**src/rtl/add_seq_pkg.sv**
```systemverilog
// Shared types and constants for the nibble-serial adder/subtractor.
package add_seq_pkg;

    localparam int NIBBLE_W = 4;

    typedef enum logic [1:0] {
        IDLE = 2'd0,
        RUN  = 2'd1,
        DONE = 2'd2
    } add_seq_state_t;

endpackage

```
**src/rtl/nibble_add_seq_add4_cin.sv**
```systemverilog
// 4-bit ripple-carry adder slice with carry-in, built from full-adder cells.
module add4_cin (
    input  logic [3:0] a,
    input  logic [3:0] b,
    input  logic       cin,
    output logic [3:0] s,
    output logic       cout
);

    logic [4:0] w_c;

    assign w_c[0] = cin;

    for (genvar i = 0; i < 4; i++) begin : g_fa
        assign s[i]     = a[i] ^ b[i] ^ w_c[i];
        assign w_c[i+1] = (a[i] & b[i]) | (w_c[i] & (a[i] ^ b[i]));
    end

    assign cout = w_c[4];

endmodule

```
**src/rtl/nibble_add_seq.sv**
```systemverilog
// Wide add/sub sequenced one nibble per cycle through a single add4_cin slice.
// Handshakes: a transfer happens on a rising edge where valid and ready are both 1.
module nibble_add_seq
    import add_seq_pkg::*;
#(
    parameter int NIBBLES = 4
) (
    input  logic                        clk,
    input  logic                        rst,
    input  logic                        in_valid,
    output logic                        in_ready,
    input  logic [NIBBLE_W*NIBBLES-1:0] a,
    input  logic [NIBBLE_W*NIBBLES-1:0] b,
    input  logic                        sub,
    output logic                        out_valid,
    input  logic                        out_ready,
    output logic [NIBBLE_W*NIBBLES-1:0] sum,
    output logic                        cout,
    output logic                        ovf,
    output add_seq_state_t              dbg_state
);

    localparam int W     = NIBBLE_W * NIBBLES;
    localparam int IDX_W = (NIBBLES > 1) ? $clog2(NIBBLES) : 1;
    localparam logic [IDX_W-1:0] LAST_IDX = IDX_W'(NIBBLES - 1);

    add_seq_state_t r_state;
    add_seq_state_t w_next;

    logic [W-1:0]        r_opa;
    logic [W-1:0]        r_opb;
    logic [W-1:0]        r_sum;
    logic                r_carry;
    logic                r_cout;
    logic                r_ovf;
    logic [IDX_W-1:0]    r_idx;

    logic [NIBBLE_W-1:0] w_opa_nib;
    logic [NIBBLE_W-1:0] w_opb_nib;
    logic [NIBBLE_W-1:0] w_s;
    logic                w_co;
    logic                w_last;

    assign w_opa_nib = r_opa[int'(r_idx)*NIBBLE_W +: NIBBLE_W];
    assign w_opb_nib = r_opb[int'(r_idx)*NIBBLE_W +: NIBBLE_W];
    assign w_last    = (r_idx == LAST_IDX);

    add4_cin u_slice (
        .a    (w_opa_nib),
        .b    (w_opb_nib),
        .cin  (r_carry),
        .s    (w_s),
        .cout (w_co)
    );

    always_ff @(posedge clk) begin
        if (rst) begin
            r_state <= IDLE;
        end else begin
            r_state <= w_next;
        end
    end

    always_comb begin
        w_next = r_state;
        case (r_state)
            IDLE:    if (in_valid)  w_next = RUN;
            RUN:     if (w_last)    w_next = DONE;
            DONE:    if (out_ready) w_next = IDLE;
            default: w_next = IDLE;
        endcase
    end

    always_ff @(posedge clk) begin
        if (rst) begin
            r_opa   <= '0;
            r_opb   <= '0;
            r_sum   <= '0;
            r_carry <= 1'b0;
            r_cout  <= 1'b0;
            r_ovf   <= 1'b0;
            r_idx   <= '0;
        end else begin
            case (r_state)
                IDLE: begin
                    if (in_valid) begin
                        // Subtraction is A + ~B + 1: invert B once and seed the carry.
                        r_opa   <= a;
                        r_opb   <= sub ? ~b : b;
                        r_carry <= sub;
                        r_idx   <= '0;
                        r_sum   <= '0;
                        r_cout  <= 1'b0;
                        r_ovf   <= 1'b0;
                    end
                end
                RUN: begin
                    r_sum[int'(r_idx)*NIBBLE_W +: NIBBLE_W] <= w_s;
                    r_carry <= w_co;
                    r_idx   <= r_idx + IDX_W'(1);
                    if (w_last) begin
                        r_cout <= w_co;
                        r_ovf  <= (w_opa_nib[NIBBLE_W-1] == w_opb_nib[NIBBLE_W-1]) &
                                  (w_s[NIBBLE_W-1] != w_opa_nib[NIBBLE_W-1]);
                    end
                end
                default: ;
            endcase
        end
    end

    assign in_ready  = (r_state == IDLE);
    assign out_valid = (r_state == DONE);
    assign sum       = r_sum;
    assign cout      = r_cout;
    assign ovf       = r_ovf;
    assign dbg_state = r_state;

endmodule
```
**config.mk**
```make
export PLATFORM = sky130hd
export DESIGN_NAME = nibble_add_seq
export DESIGN_NICKNAME = d
export VERILOG_FILES = /design/src/rtl/add_seq_pkg.sv /design/src/rtl/nibble_add_seq_add4_cin.sv /design/src/rtl/nibble_add_seq.sv
export SDC_FILE = /design/constraint.sdc
export NUM_CORES = 1
export LEC_CHECK = 0
export BUFFER_PORTS_ARGS = -buffer_cell sky130_fd_sc_hd__buf_4
export CAP_MARGIN = 10
export CORE_MARGIN = 2
export CORE_UTILIZATION = 40
export DETAILED_ROUTE_END_ITERATION = 6
export PLACE_DENSITY = 0.73
export SLEW_MARGIN = 0
export SYNTH_ARGS = -nofsm -noshare
export SYNTH_HDL_FRONTEND = slang
export SYNTH_SLANG_ARGS = --single-unit
```
**constraint.sdc**
```tcl
create_clock -name clk -period 5.9 [get_ports clk]
set_input_delay 0.295 -clock clk [delete_from_list [all_inputs] [get_ports clk]]
set_output_delay 0.295 -clock clk [all_outputs]
set_load 0.005 [all_outputs]
```
* Word-level counts from Yosys, hierarchy flattened
Cells that the tools add are included.
** Storage, ports and cells
- Bits in registers :: 55
- Latch bits :: 0
- Memory bits (writable) :: 0
- Bits in read-only memories :: 0
- Bits of input ports :: 37
- Output and inout bits :: 22
- Logic and storage cells :: 67
- Memories :: 0
** Cells by class
- $add $sub $neg :: 2
- Multiply operators :: 0
- Div/mod/pow operators :: 0
- $lt $le $gt $ge :: 0
- Equality and inequality tests :: 8
- Shift-type cells :: 4
- Muxes and demuxes :: 17
- Bitwise operators :: 22
- Reduce and logical (&&, ||, !) cells :: 6
** Operator list (count)
- negation 4 -> 33 bit :: 1
- variable shift 4 x 33 -> 16 bit (first input constant) :: 1
- variable part select 4 x 33 -> 16 bit :: 1
- 2-to-1 mux 16 bit :: 2
- case mux 16 bit (2 select lines) :: 1
- variable part select 16 x 5 -> 4 bit :: 2
- bitwise mux 16 bit :: 1
- inverter 16 bit :: 1
- AND 1 bit :: 9
- 2-to-1 mux 2 bit :: 4
- XOR 1 bit :: 8
- case mux 1 bit (2 select lines) :: 3
- case mux 2 bit (3 select lines) :: 1
- AND reduction 3 bit :: 2
- == test 2 bit (second input constant) :: 2
- 2-to-1 mux 1 bit :: 4
- inequality test 2 bit (second input constant) :: 2
- bitwise OR 1 bit :: 4
- case mux 2 bit (2 select lines) :: 1
- AND reduction 2 bit :: 2
- adder 2 x 1 -> 2 bit (second input constant) :: 1
- == test 2 x 1 -> 1 bit (second input constant) :: 1
- logical NOT 2 bit :: 1
- inequality test 2 x 1 -> 1 bit (second input constant) :: 1
- 3 further kinds :: 3

* Depth between registers and ports, before layout
- Depth in word-level cells :: 13
- Mapped depth :: 12
- Depth with buffers taken out :: 11

* By module
Synthesis repeated with hierarchy kept, for this count alone.
** Second synthesis, totals
- Cell total of the unflattened synthesis :: 288
- Area, all modules :: 2651.3 um2
** Modules (own cells, without submodules)
- nibble_add_seq :: instances 1, cells an instance 274, area each 2533.7 um2, seq. area each 1101.1 um2
- add4_cin :: instances 1, cells an instance 14, area each 117.6 um2, seq. area each 0.0 um2

* Worst setup path before layout
No wires, ideal clock.
- Path type :: reg2reg
- From :: register r_idx[0]
- To :: register r_ovf, in the netlist ovf
- Library setup time :: 0.062 ns
- Arrival :: 3.165 ns
- Required time :: 5.838 ns
- Slack :: 2.673 ns
- Stages on the path, launching flop included :: 13
- Path buffers :: 1
- Clock period less this slack :: 3.227 ns
- Cells stage by stage :: dfxtp_1 > buf_2 > mux4_2 > inv_1 > fa_1 > inv_1 > fa_1 > inv_1 > fa_1 > inv_1 > fa_1 > or4b_1 > nand3_1
** On the way
- Cells in the longest elaborated chain, start to end :: 13
- Elaborated cells between the ends (all ways) :: 24
- Those cells by class :: 4 x eq/ne; 2 x shift; 2 x mux; 15 x bitwise; 1 x reduce/logical
** RTL lines
- from (decl) :: line nibble_add_seq.sv:36 : logic [IDX_W-1:0] r_idx;
- from (signal assigned) :: line nibble_add_seq.sv:100 : r_idx <= r_idx + IDX_W'(1);
- variable part select 16 x 5 -> 4 bit (on tied branches) :: line nibble_add_seq.sv:44, nibble_add_seq.sv:45
- XOR 1 bit :: line nibble_add_seq_add4_cin.sv:16 : assign w_c[i+1] = (a[i] & b[i]) | (w_c[i] & (a[i] ^ b[i]));
- AND 1 bit :: line nibble_add_seq_add4_cin.sv:16
- bitwise OR 1 bit :: line nibble_add_seq_add4_cin.sv:16
- AND 1 bit :: line nibble_add_seq_add4_cin.sv:16
- bitwise OR 1 bit :: line nibble_add_seq_add4_cin.sv:16
- AND 1 bit :: line nibble_add_seq_add4_cin.sv:16
- bitwise OR 1 bit :: line nibble_add_seq_add4_cin.sv:16
- XOR 1 bit :: line nibble_add_seq_add4_cin.sv:15 : assign s[i] = a[i] ^ b[i] ^ w_c[i];
- inequality test 1 bit :: line nibble_add_seq.sv:104 : (w_s[NIBBLE_W-1] != w_opa_nib[NIBBLE_W-1]);
- AND 1 bit :: line nibble_add_seq.sv:103 : r_ovf <= (w_opa_nib[NIBBLE_W-1] == w_opb_nib[NIBBLE_W-1]) &
- 2-to-1 mux 1 bit :: line nibble_add_seq.sv:101 : if (w_last) begin
- case mux 1 bit (2 select lines) :: line nibble_add_seq.sv:84 : case (r_state)
- to (signal assigned) :: line nibble_add_seq.sv:103
- to (decl) :: line nibble_add_seq.sv:35 : logic r_ovf;
Several ways; a longest one is shown, not always the timed one. The select of a mux whose other input is x is not followed.
A chain may end at the register's enable or synchronous reset.

* Final worst setup path
Ends and elaborated chain as after synthesis.

==> results.sh <==
export IMPL_portBuffers=58
export IMPL_required_ps=6150
export IMPL_ys_ff_latch=55
export IMPL_synth_common_cells="55 x dfxtp_1, 36 x a21oi_1, 34 x nand2_1"
export IMPL_syn_avg_cell_area_um2=9.08
export IMPL_syn_inst=286
export IMPL_cts_root_buffer="clkbuf_8"
export IMPL_layout_drive_gt1_share_pct=23.3
export IMPL_grt_pass1_wl_mm=9.05
export IMPL_ys_flop_type="dfxtp_1"
export IMPL_nNetsFinal=376
export IMPL_area_growth_pct=21.9
export IMPL_syn_area_mm2=0.00260
export IMPL_cts_sinks=55
export IMPL_detail_route_wl_per_cell_um=13.1
export IMPL_cp_end_kind="register"
export IMPL_synth_most_common_cell="dfxtp_1"
export IMPL_worstPathMaxFanout=15
export IMPL_start_util_pct=41.1
export IMPL_dp_hpwl_mm=3.75
export IMPL_slew_headroom_pct=23.7
export IMPL_ant_nets=0
export IMPL_p_int_uw=588
export IMPL_power_per_cell_area_mw_per_mm2=252
export IMPL_drt_initial_drc_count=101
export IMPL_worst_slack_ps=2360
export IMPL_pwr_share_clk_pct=31.9
export IMPL_drv_cap=0
export IMPL_p_seq_share_pct=51.1
export IMPL_vias=2113
export IMPL_finalSetupViolCount=0
export IMPL_htreeDepth=2
export IMPL_grt_pass1_vias=1999
export IMPL_ir_worst_vdd_mv=0.0922
export IMPL_die_w_um=84.6
export IMPL_die_area_mm2=0.00715
export IMPL_cp_slowest_stage_delay_ps=800
export IMPL_finClkSkew_ps=5.08
export IMPL_synth_edf_count=0
export IMPL_coreArea_mm2=0.00631
export IMPL_cp_data_arrival_time_ps=3790
export IMPL_fmax_mhz=282
export IMPL_p_switching_uw=210
export IMPL_ys_types=29
export IMPL_crit_path_cell_trace="mux4_2 > inv_1 > fa_1 > inv_1 > fa_1 > inv_1 > fa_1 > inv_1 > fa_1 > or4b_1 > nand3_1"
export IMPL_maxSlewViolCount=0
export IMPL_post_place_ws_ps=2330
export IMPL_clock_latency_ps=310
export IMPL_hold_viol_final=0
export IMPL_synth_area_leaders="dfxtp_1 42%, a21oi_1 6.9%, mux4_2 6.9%"
export IMPL_tns_ps=0
export IMPL_swShare_pct=26.3
export IMPL_synth_nets=332
export IMPL_antenna_found_initial=0
export IMPL_leakage_uw=0.00121
export IMPL_yosysTopAreaCell="dfxtp_1"
export IMPL_wl_mm=5.35
export IMPL_die_y_um=84.6
export IMPL_crit_type="register to register"
export IMPL_critPathTopFamily="adder cells"
export IMPL_numCtsBuffers=5
export IMPL_worst_pin_slew_ps=1130
export IMPL_grt_overflow_total=0
export IMPL_hold_buffers=0
export IMPL_post_cts_resized=0
export IMPL_yosysWarnings=0
export IMPL_clkTransAtPathRegs_ps=100
export IMPL_worstSetupStartpointType="register"
export IMPL_synth_seq_area_share_pct=42.4
export IMPL_rsz0062_at_grt="no"
export IMPL_num_rows=29
export IMPL_via_per_inst=5.18
export IMPL_synthArstFlopShare_pct=0
export IMPL_yosysTopAreaCellShare_pct=42.4
export IMPL_grt_max_degree=58
export IMPL_period_needed_ps=3540
export IMPL_run_status="complete, no violations"
export IMPL_fin_crit_sh_pct=60.0
export IMPL_cts_tree="yes"
export IMPL_hold_class="input pin to register"
export IMPL_clock_path_buffers=2
export IMPL_pin_count=59
export IMPL_dr_pass1_iters=4
export IMPL_post_route_drc_count=0
export IMPL_cp_slowest_cell="dfxtp_1"
export IMPL_grt_total_usage_pct=15.2
export IMPL_cts_setup_buffers=0
export IMPL_crit_buf_inv=4
export IMPL_p_comb_share_pct=16.9
export IMPL_gp_congestion=0.808
export IMPL_antennaDiodeCount=0
power groups by stage:
stage               combinational [uW]  sequential (uW)  clock (uW)
detailed placement                 135              417           0
finish                             135              408         255
global route                       149              412         279
global placement                   133              417           0
floorplan                         96.6              408           0
CTS                                137              408         262
tightest hold or removal path, stage by stage:
cell	delay [ps]
buf_4	110
nand2_1	50
a21oi_1	50
worst paths after layout:
kind                                             from                     end  slack (ps)  cells past startpoint
worst min register to register  r_opa[6]$_SDFFE_PP0P_   r_opa[6]$_SDFFE_PP0P_         460                      2
worst max-delay path            r_idx[0]$_SDFFE_PP0P_        ovf$_SDFFE_PP0P_        2360                     11
worst min-delay path                            a[10]  r_opa[10]$_SDFFE_PP0P_         220                      3
worst max register to register  r_idx[0]$_SDFFE_PP0P_        ovf$_SDFFE_PP0P_        2360                     11
layer usage:
layer | share of wire, % | routed length [um] | vias up | global-route usage (%)
met3 | 5.7 | 303 | 5 | 3.44
met1 | 45 | 2380 | 960 | 20.4
li1 | - | - | 1087 | -
met5 | 0 | 0 | - | 0
met4 | 0.88 | 47 | 0 | 3.61
met2 | 49 | 2620 | 61 | 25.1
sequential cells by signal, summed over array words and instances, names as in the netlist:
signal and cells:
r_opa 16, r_opb 16, sum 16, dbg_state 2, r_idx 2, cout 1, ovf 1, r_carry 1
placed cells by master, fill, tap and decap left out, drive strengths merged:
master / instances
nand4b: 3
fa: 4
nand2: 34
bufinv: 1
nor4bb: 1
mux2i: 4
a22oi: 2
nand3b: 6
clkbuf: 5
nand2b: 1
mux4: 8
or4bb: 1
clkinv: 1
dfxtp: 55
o21a: 1
nand3: 10
a21oi: 36
nor4b: 1
nor2: 19
buf: 59
xnor2: 16
nor3b: 2
or3b: 1
o21ai: 18
inv: 12
ha: 5
and3b: 1
a211oi: 16
nor2b: 4
or4b: 2
nand4: 2
area by class of cell:
class / count / area, um^2
Fill cell: 628 / 3150
Multi-Input combinational cell: 198 / 1370
Sequential cell: 55 / 1100
Timing Repair Buffer: 59 / 443
Tap cell: 77 / 96.3
Clock buffer: 5 / 68.8
Clock inverter: 3 / 47.5
Inverter: 11 / 41.3
cell families (layout without fill, tap and decap cells):
kind of cell / count (synthesis) / count (layout) / synth area share [%]
simple gates: 88 / 88 / 17.2
compound gates: 73 / 73 / 15.9
flops: 55 / 55 / 42.4
buf+inv: 33 / 78 / 5.15
xor+xnor: 16 / 16 / 5.39
mux: 12 / 12 / 8.48
fa+ha+maj: 9 / 9 / 5.49
stage by stage:
step,utilization (%),total power [uW],instance area (um^2),instances,hold WS (ps)
floorplan,-,505,2600,286,431
global placement,48.3,549,3050,400,443
detailed placement,48.3,553,3050,400,449
CTS,50.1,807,3170,408,217
global route,50.1,840,3170,408,226
finish,50.1,798,3170,408,223
Note: power is estimated with default switching activity, not from simulation.
